<file path="config.mk">
export PLATFORM = sky130hd
export DESIGN_NAME = parity_fold
export DESIGN_NICKNAME = d
export VERILOG_FILES = /design/src/rtl/parity_fold.sv
export SDC_FILE = /design/constraint.sdc
export NUM_CORES = 1
export LEC_CHECK = 0
export BUFFER_PORTS_ARGS = -buffer_cell sky130_fd_sc_hd__buf_4
export CORE_AREA = 2 2 223 225
export DETAILED_ROUTE_END_ITERATION = 10
export DIE_AREA = 0 0 225 227
export PLACE_DENSITY_LB_ADDON = 0.2
export SETUP_SLACK_MARGIN = 0.5
export SYNTH_ARGS = -nofsm -noshare
export SYNTH_HDL_FRONTEND = slang
export SYNTH_SLANG_ARGS = --single-unit
</file>
<file path="constraint.sdc">
create_clock -name vclk -period 0.8
set_input_delay 0 -clock vclk [all_inputs]
set_output_delay 0 -clock vclk [all_outputs]
set_load 0.03 [all_outputs]
</file>
<file path="src/rtl/parity_fold.sv">
// Combinational XOR of NUM_LANES lanes of LANE_WIDTH bits into one
// LANE_WIDTH-bit check word (lane 0 occupies the least significant bits).
`timescale 1ns/1ps

module parity_fold #(
  parameter int LANE_WIDTH = 64,
  parameter int NUM_LANES  = 8
) (
  input  logic [LANE_WIDTH*NUM_LANES-1:0] data,
  output logic [LANE_WIDTH-1:0]           fold
);

  // XOR every lane into the accumulator
  always_comb begin
    fold = '0;
    for (int i = 0; i < NUM_LANES; i++) begin
      fold = fold ^ data[i*LANE_WIDTH +: LANE_WIDTH];
    end
  end

endmodule

</file>
==> results_dict.tcl, run 1 <==
set metrics [dict create \
    outcome "complete, but fails checks" \
    violations "setup timing" \
    drt_pre_antenna_iters 4 \
    synthAdderAreaFrac_pct 0 \
    setup_viol 15 \
    clock.fmax_ghz 1.171 \
    fin_hold_ws_ns 0.4884 \
    yosysMostFrequentCell "xnor2_1" \
    synthMuxAreaShare_pct 0 \
    rows 81 \
    gr-total-overflow 0 \
    crit_required_ns 0.80 \
    start_util_pct 8.083 \
    synthTopCellsByArea "xnor2_1 (86%), xor2_1 (14%)" \
    power_w 0.01814 \
    design.core.area_mm2 0.04855 \
    seqCellArea_um2 0 \
    critPathMaxStageDelay_ns 0.18 \
    path_class "input pin to primary output" \
    wirelength_um 22010 \
    cts_hold_buffers 0 \
    finalHoldViolCount 0 \
    layout-drive-gt1-share_pct 97.69 \
    cts_setup_buffers 0 \
    nClkBuffers 0 \
    avgSynthCellArea_um2 8.758 \
    synth_top_cell_by_area "xnor2_1" \
    nFillCells 4812 \
    drt-initial-drc-count 27 \
    seq_cell_count 0 \
    drv_slew 0 \
    dp_hpwl_um 18730 \
    synth_nets 960 \
    whs_path_depth 5 \
    die_h_um 227 \
    period_share_pct 106.7 \
    utilization_pct 32.40 \
    final_antenna_net_count 0 \
    area_growth_pct 300.8 \
    cp_common_cell "buf_6" \
    wl_per_cell_um 13.25 \
    first_global_vias 5664 \
    grt_pass1_wl_um 29100 \
    yosys_warnings 0 \
    hp-class "input pin to primary output" \
    viasPerCell 3.094 \
    pre_cts_ws_ns -0.2607 \
    die_x_um 225 \
    nets 1553 \
    gp_congestion 0.7036 \
    worstMarginPinSlew_ns 0.2689 \
    vias 5139 \
    synth_area_mm2 0.003924 \
    p_per_area_mw_per_mm2 1153 \
    place.port_buffers 576 \
    crit_fanout 1 \
    antenna_cells 0 \
    synth_common_cells "xnor2_1 (384), xor2_1 (64)" \
    yosysTopAreaCellShare_pct 85.71 \
    yosysUniqueCellTypes 2 \
    io-pin-count 576 \
    drc 0 \
    grt_max_degree 2 \
    rsz0062_at_grt "true" \
    drv_cap 0 \
    cp-startpoint "data[397]" \
    endpoint_kind "primary output" \
    period_needed_ns 0.8537 \
    cp_cell_sequence "buf_6 -> xor2_2 -> xnor2_1 -> buf_4 -> xnor2_2 -> buf_6" \
    die-area_mm2 0.05108 \
    vdd_drop_max_uv 559.7 \
    antenna_found_initial 0 \
    slew_headroom_pct 81.94 \
    worstHoldStart "data[393]" \
    synthCells 448 \
    synth_top_family_by_area "XOR/XNOR gates" \
    synth-compound-area-share_pct 0 \
    cp_slowest_cell "xnor2_1" \
    yosys.area_share.xor_xnor_pct 100.0 \
    grt_use_total_pct 7.218 \
    yosysSeqAreaShare_pct 0 \
    crit_arrival_ns 0.85 \
    start_kind "input pin" \
    synthSimpleGateAreaFrac_pct 0 \
    worst_slack_ns -0.05369 \
    p_leak_nw 6.846 \
]
-- layout by cell type (no fill, tap or decap) --
cell type,Yosys,routed
buf_4,0,199
xor2_4,0,21
buf_8,0,56
xnor2_1,384,16
xnor2_4,0,132
buf_6,0,336
xor2_2,0,35
xnor2_2,0,236
xor2_1,64,8
-- cell type report --
cell class	instances	area, µm²	area share (%)
Multi-Input combinational cell	448	8830	56.15
Timing Repair Buffer	591	6118	38.91
Tap cell	622	778.2	4.949
-- path summary, 6_finish.rpt --
kind	to	slack (ns)
worst max-delay path	fold[13]	-0.05
worst min-delay path	fold[9]	0.49
-- critical path, delay by kind of cell --
kind,cells,cell delay (ns)
buffers and inverters,3,0.40
XOR/XNOR,3,0.44
-- layer usage --
| metal | up-vias | track usage (%) | part of all wire, % |
|---|---|---|---|
| li1 | 2474 | - | - |
| met1 | 2358 | 6.731 | 26 |
| met3 | 14 | 1.588 | 8.7 |
| met5 | - | 0 | 0 |
| met2 | 293 | 16.19 | 64 |
| met4 | 0 | 0.2350 | 0.86 |
-- cells by family after synthesis --
group / Yosys count
xor+xnor: 448
-- through the flow --
step / instance area [µm²] / cells / setup TNS [ns]
after floorplan: 5350 / 448 / 0
after global placement: 10570 / 1661 / -4.063
after detailed placement: 10570 / 1661 / -4.122
after CTS: 12690 / 1661 / -1.162
after global routing: 15730 / 1661 / -1.128
final: 15730 / 1661 / -0.3450
-- what timing repair did --
action / in CTS / in global routing
hold endpoints to repair: 0 / 0
gates resized for setup: 383 / 452
setup endpoints to repair: 64 / 64
pin swaps: 207 / 258
-- power by group --
| group | internal (W) | switching, W |
|---|---|---|
| clock network | 0 | 0 |
| registers | 0 | 0 |
| logic | 0.0103 | 0.00782 |
Power figures use the tool's default switching activity.
==> run 2, diff against run 1 <==
==> constraint.sdc (replaced) <==
create_clock -name vclk -period 0.8
set_input_delay 0.08 -clock vclk [all_inputs]
set_output_delay 0.08 -clock vclk [all_outputs]
set_load 0.03 [all_outputs]
==> run 2 against run 1 <==
Effect of this change: the flow still finishes with violations (setup timing); maximum frequency fell by 16%; critical path depth unchanged; first-iteration DRC count shrank 7.4%; count of clock-buffer cells in the layout unchanged; utilization decreased by 0.54 points; sequential share of layout area unchanged; non-clock buffer count stayed put; critical endpoint is now fold[36]; largest cell class unchanged.
==> results_dict.tcl, run 2 (synthesis gave the netlist of run 1 again) <==
set metrics [dict create \
    p_seq_share_pct 0 \
    swShare_pct 43.12 \
    wl_per_cell_um 13.15 \
    design.core.area_mm2 0.04855 \
    rsz0062_at_grt "true" \
    wl_met3_um 1990 \
    cp_slowest_cell "xnor2_1" \
    finalHoldViolCount 0 \
    worstMarginPinSlew_ns 0.2686 \
    violations "setup timing" \
    hp-class "input pin to primary output" \
    period_share_pct 126.4 \
    cts_setup_buffers 0 \
    power_w 0.01792 \
    grt_pass1_wl_um 28730 \
    crit_arrival_ns 0.93 \
    area_growth_pct 294.1 \
    met2_wirelength_um 14000 \
    io-pin-count 576 \
    drc 0 \
    cts_hold_buffers 0 \
    period_needed_ns 1.011 \
    drv_cap 0 \
    final_antenna_net_count 0 \
    antenna_cells 0 \
    die-area_mm2 0.05108 \
    clock.fmax_ghz 0.9892 \
    cp_cell_sequence "buf_6 -> xor2_1 -> xnor2_1 -> buf_4 -> xnor2_2 -> buf_6" \
    vias 5089 \
    top_layer "met4" \
    path_class "input pin to primary output" \
    outcome "complete, but fails checks" \
    setup_viol 64 \
    first_global_vias 5605 \
    p_switching_w 0.007728 \
    rows 81 \
    drv_slew 0 \
    nets 1553 \
    seqCellArea_um2 0 \
    crit_fanout 1 \
    seq_cell_count 0 \
    start_kind "input pin" \
    wl_met1_um 5725 \
    nClkBuffers 0 \
    cp-startpoint "data[420]" \
    drt_pre_antenna_iters 2 \
    die_h_um 227 \
    antenna_found_initial 0 \
    slew_headroom_pct 81.96 \
    layout_commonest_cell "buf_6" \
    worstSetupEndpoint "fold[36]" \
    stdcell_count 1661 \
    worst_slack_ns -0.2109 \
    layout-drive-gt1-share_pct 97.21 \
    fin_hold_ws_ns 0.6473 \
    crit_required_ns 0.72 \
    wirelength_um 21840 \
    critPathMaxStageDelay_ns 0.19 \
    endpoint_kind "primary output" \
    gr-total-overflow 0 \
    vdd_drop_max_uv 785.4 \
    viasPerCell 3.064 \
    place.port_buffers 576 \
    dp_hpwl_um 18840 \
    internal_power_w 0.01020 \
    start_util_pct 8.083 \
    p_per_area_mw_per_mm2 1159 \
    grt_max_degree 2 \
    cp_common_cell "buf_6" \
    grt_use_total_pct 7.158 \
    placed_cells 1661 \
    comb_power_share_pct 100.0 \
    layout_common_cells "buf_6 (340), xnor2_2 (228), buf_4 (212)" \
    die_x_um 225 \
    p_leak_nw 6.767 \
    p_clk_share_pct 0 \
    drt-initial-drc-count 25 \
    gp_congestion 0.7038 \
]
## run 2: worst min-delay path by stage
stage | startpoint | cells past startpoint | end | slack [ns]
finish | data[405] | 5 | fold[21] | 0.65
global route | data[457] | 5 | fold[9] | 0.68
CTS | data[248] | 5 | fold[56] | 0.68
detailed placement | data[190] | 5 | fold[62] | 0.72
global placement | data[450] | 5 | fold[2] | 0.72
floorplan | data[202] | 3 | fold[10] | 0.56
## run 2: critical path, delay by kind of cell
family                    cells  cell delay [ns]
buffers and inverters         3             0.40
xor gates and xnor gates      3             0.45
## run 2: metal layers
layer	GRT usage, %	vias up
li1	-	2474
met1	6.520	2328
met2	16.10	281
met3	1.665	6
met4	0.4059	0
met5	0	-
## run 2: timing repair
action / in CTS / in global routing
setup endpoints to repair: 64 / 64
resized for setup: 365 / 425
pin swaps: 197 / 271
## run 2: final cells by class
class	count	area [µm²]
Tap cell	622	778.2
Timing Repair Buffer	591	6006
Fill cell	4842	33080
Multi-Input combinational cell	448	8680
## run 2: stage by stage
step | utilization [%] | TNS (ns) | worst slack [ns] | instance area, µm²
6_report | 31.85 | -8.030 | -0.2109 | 15460
3_5_place_dp | 21.76 | -14.30 | -0.4125 | 10570
4_1_cts | 26.05 | -10.82 | -0.2767 | 12640
2_1_floorplan | - | -0.4430 | -0.03547 | 5350
5_1_grt | 31.85 | -10.47 | -0.2931 | 15460
3_3_place_gp | 21.76 | -14.30 | -0.3897 | 10570
## run 2: power by group through the flow
stage	Sequential [W]	Combinational [W]	Clock [W]
after floorplan	0	0.00811	0
after global routing	0	0.0188	0
after CTS	0	0.0161	0
final	0	0.0179	0
after detailed placement	0	0.0135	0
after global placement	0	0.0135	0
==> run 3, diff against run 2 <==
- MAX_ROUTING_LAYER: not set -> met4
==> run 3 against run 2 <==
Effect of this change: the flow still finishes with violations (setup timing); worst setup slack about the same; routed wire length up 0.11%; via count unchanged; critical path type unchanged.
==> results_dict.tcl, run 3 (synthesis gave the netlist of run 1 again) <==
set metrics [dict create \
    drt-initial-drc-count 32 \
    layout_commonest_cell "buf_6" \
    viasPerCell 3.064 \
    antenna_cells 0 \
    rsz0062_at_grt "true" \
    crit_arrival_ns 0.93 \
    period_needed_ns 1.011 \
    dp_hpwl_um 18840 \
    setup_viol 64 \
    endpoint_kind "primary output" \
    io-pin-count 576 \
    start_kind "input pin" \
    final_antenna_net_count 0 \
    area_growth_pct 294.1 \
    cp_cell_sequence "buf_6 -> xor2_1 -> xnor2_1 -> buf_4 -> xnor2_2 -> buf_6" \
    layout_common_cells "buf_6 (340), xnor2_2 (228), buf_4 (212)" \
    vias 5089 \
    wl_met1_um 5938 \
    nClkBuffers 0 \
    met2_wirelength_um 14000 \
    die_h_um 227 \
    pre_cts_ws_ns -0.4125 \
    period_share_pct 126.4 \
    hp-class "input pin to primary output" \
    drv_slew 0 \
    placed_cells 1661 \
    worst_slack_ns -0.2113 \
    finalHoldViolCount 0 \
    drc 0 \
    violations "setup timing" \
    rows 81 \
    top_layer "met4" \
    seqCellArea_um2 0 \
    cts_setup_buffers 0 \
    drt_pre_antenna_iters 3 \
    worst-path-buf-inv 3 \
    cp_common_cell "buf_6" \
    design.core.area_mm2 0.04855 \
    nFillCells 4842 \
    slew_headroom_pct 81.96 \
    worstMarginPinSlew_ns 0.2686 \
    gr-total-overflow 0 \
    nets 1553 \
    p_per_area_mw_per_mm2 1159 \
    fin_area_mm2 0.01546 \
    placed_cell_area_mm2 0.01057 \
    start_util_pct 8.083 \
    grt_use_total_pct 7.373 \
    path_class "input pin to primary output" \
    place.port_buffers 576 \
    vdd_drop_max_uv 787.9 \
    first_global_vias 5625 \
    wl_per_cell_um 13.16 \
    stdcell_count 1661 \
    die-area_mm2 0.05108 \
    p_leak_nw 6.767 \
    die_x_um 225 \
    layout-drive-gt1-share_pct 97.21 \
    drv_cap 0 \
    crit_fanout 1 \
    seq_cell_count 0 \
    critPathMaxStageDelay_ns 0.19 \
    wl_met3_um 1802 \
    wirelength_um 21860 \
    grt_max_degree 2 \
    cp_slowest_cell "xnor2_1" \
    crit_required_ns 0.72 \
    antenna_found_initial 0 \
    crit_family "XOR/XNOR gates" \
    clock.fmax_ghz 0.9889 \
    gp_congestion 0.7117 \
    outcome "complete, but fails checks" \
    grt_pass1_wl_um 28610 \
]
run 3: cell counts in the layout (fill, tap and decap cells not counted):
No cell type changed its count.
run 3: area by class of cell:
| class | count | area [µm²] | area share, % |
|---|---|---|---|
| Multi-Input combinational cell | 448 | 8680 | 56.13 |
| Timing Repair Buffer | 591 | 6006 | 38.84 |
| Tap cell | 622 | 778.2 | 5.033 |
run 3: final timing paths:
| kind | startpoint | to | slack (ns) | cells after the start |
|---|---|---|---|---|
| max | data[420] | fold[36] | -0.21 | 6 |
| min | data[405] | fold[21] | 0.65 | 5 |
run 3: through the flow:
step | utilization [%] | hold WS (ns) | total power, W | TNS, ns
6_report | 31.85 | 0.6473 | 0.01793 | -8.027
5_1_grt | 31.85 | 0.6808 | 0.01882 | -10.47
4_1_cts | 26.05 | 0.6775 | 0.01605 | -10.82
3_5_place_dp | 21.76 | 0.7168 | 0.01347 | -14.30
3_3_place_gp | 21.76 | 0.7193 | 0.01347 | -14.30
2_1_floorplan | - | 0.5557 | 0.008111 | -0.4430
run 3: power by group:
group	leakage, nW	total [W]	internal, W	switching [W]
Clock	0	0	0	0
Combinational	6.77	0.0179	0.0102	0.00773
Sequential	0	0	0	0
Total	6.77	0.0179	0.0102	0.00773
run 3: metal layers:
metal,global-route usage [%],vias to the layer above
met5,-,-
met4,0.4059,0
met3,1.304,6
met2,16.10,283
met1,6.741,2326
li1,-,2474
run 3: repair_timing:
action	in CTS	in global routing
setup endpoints to repair	64	64
hold buffers	0	0
pin swaps	197	271
resized for setup	365	425
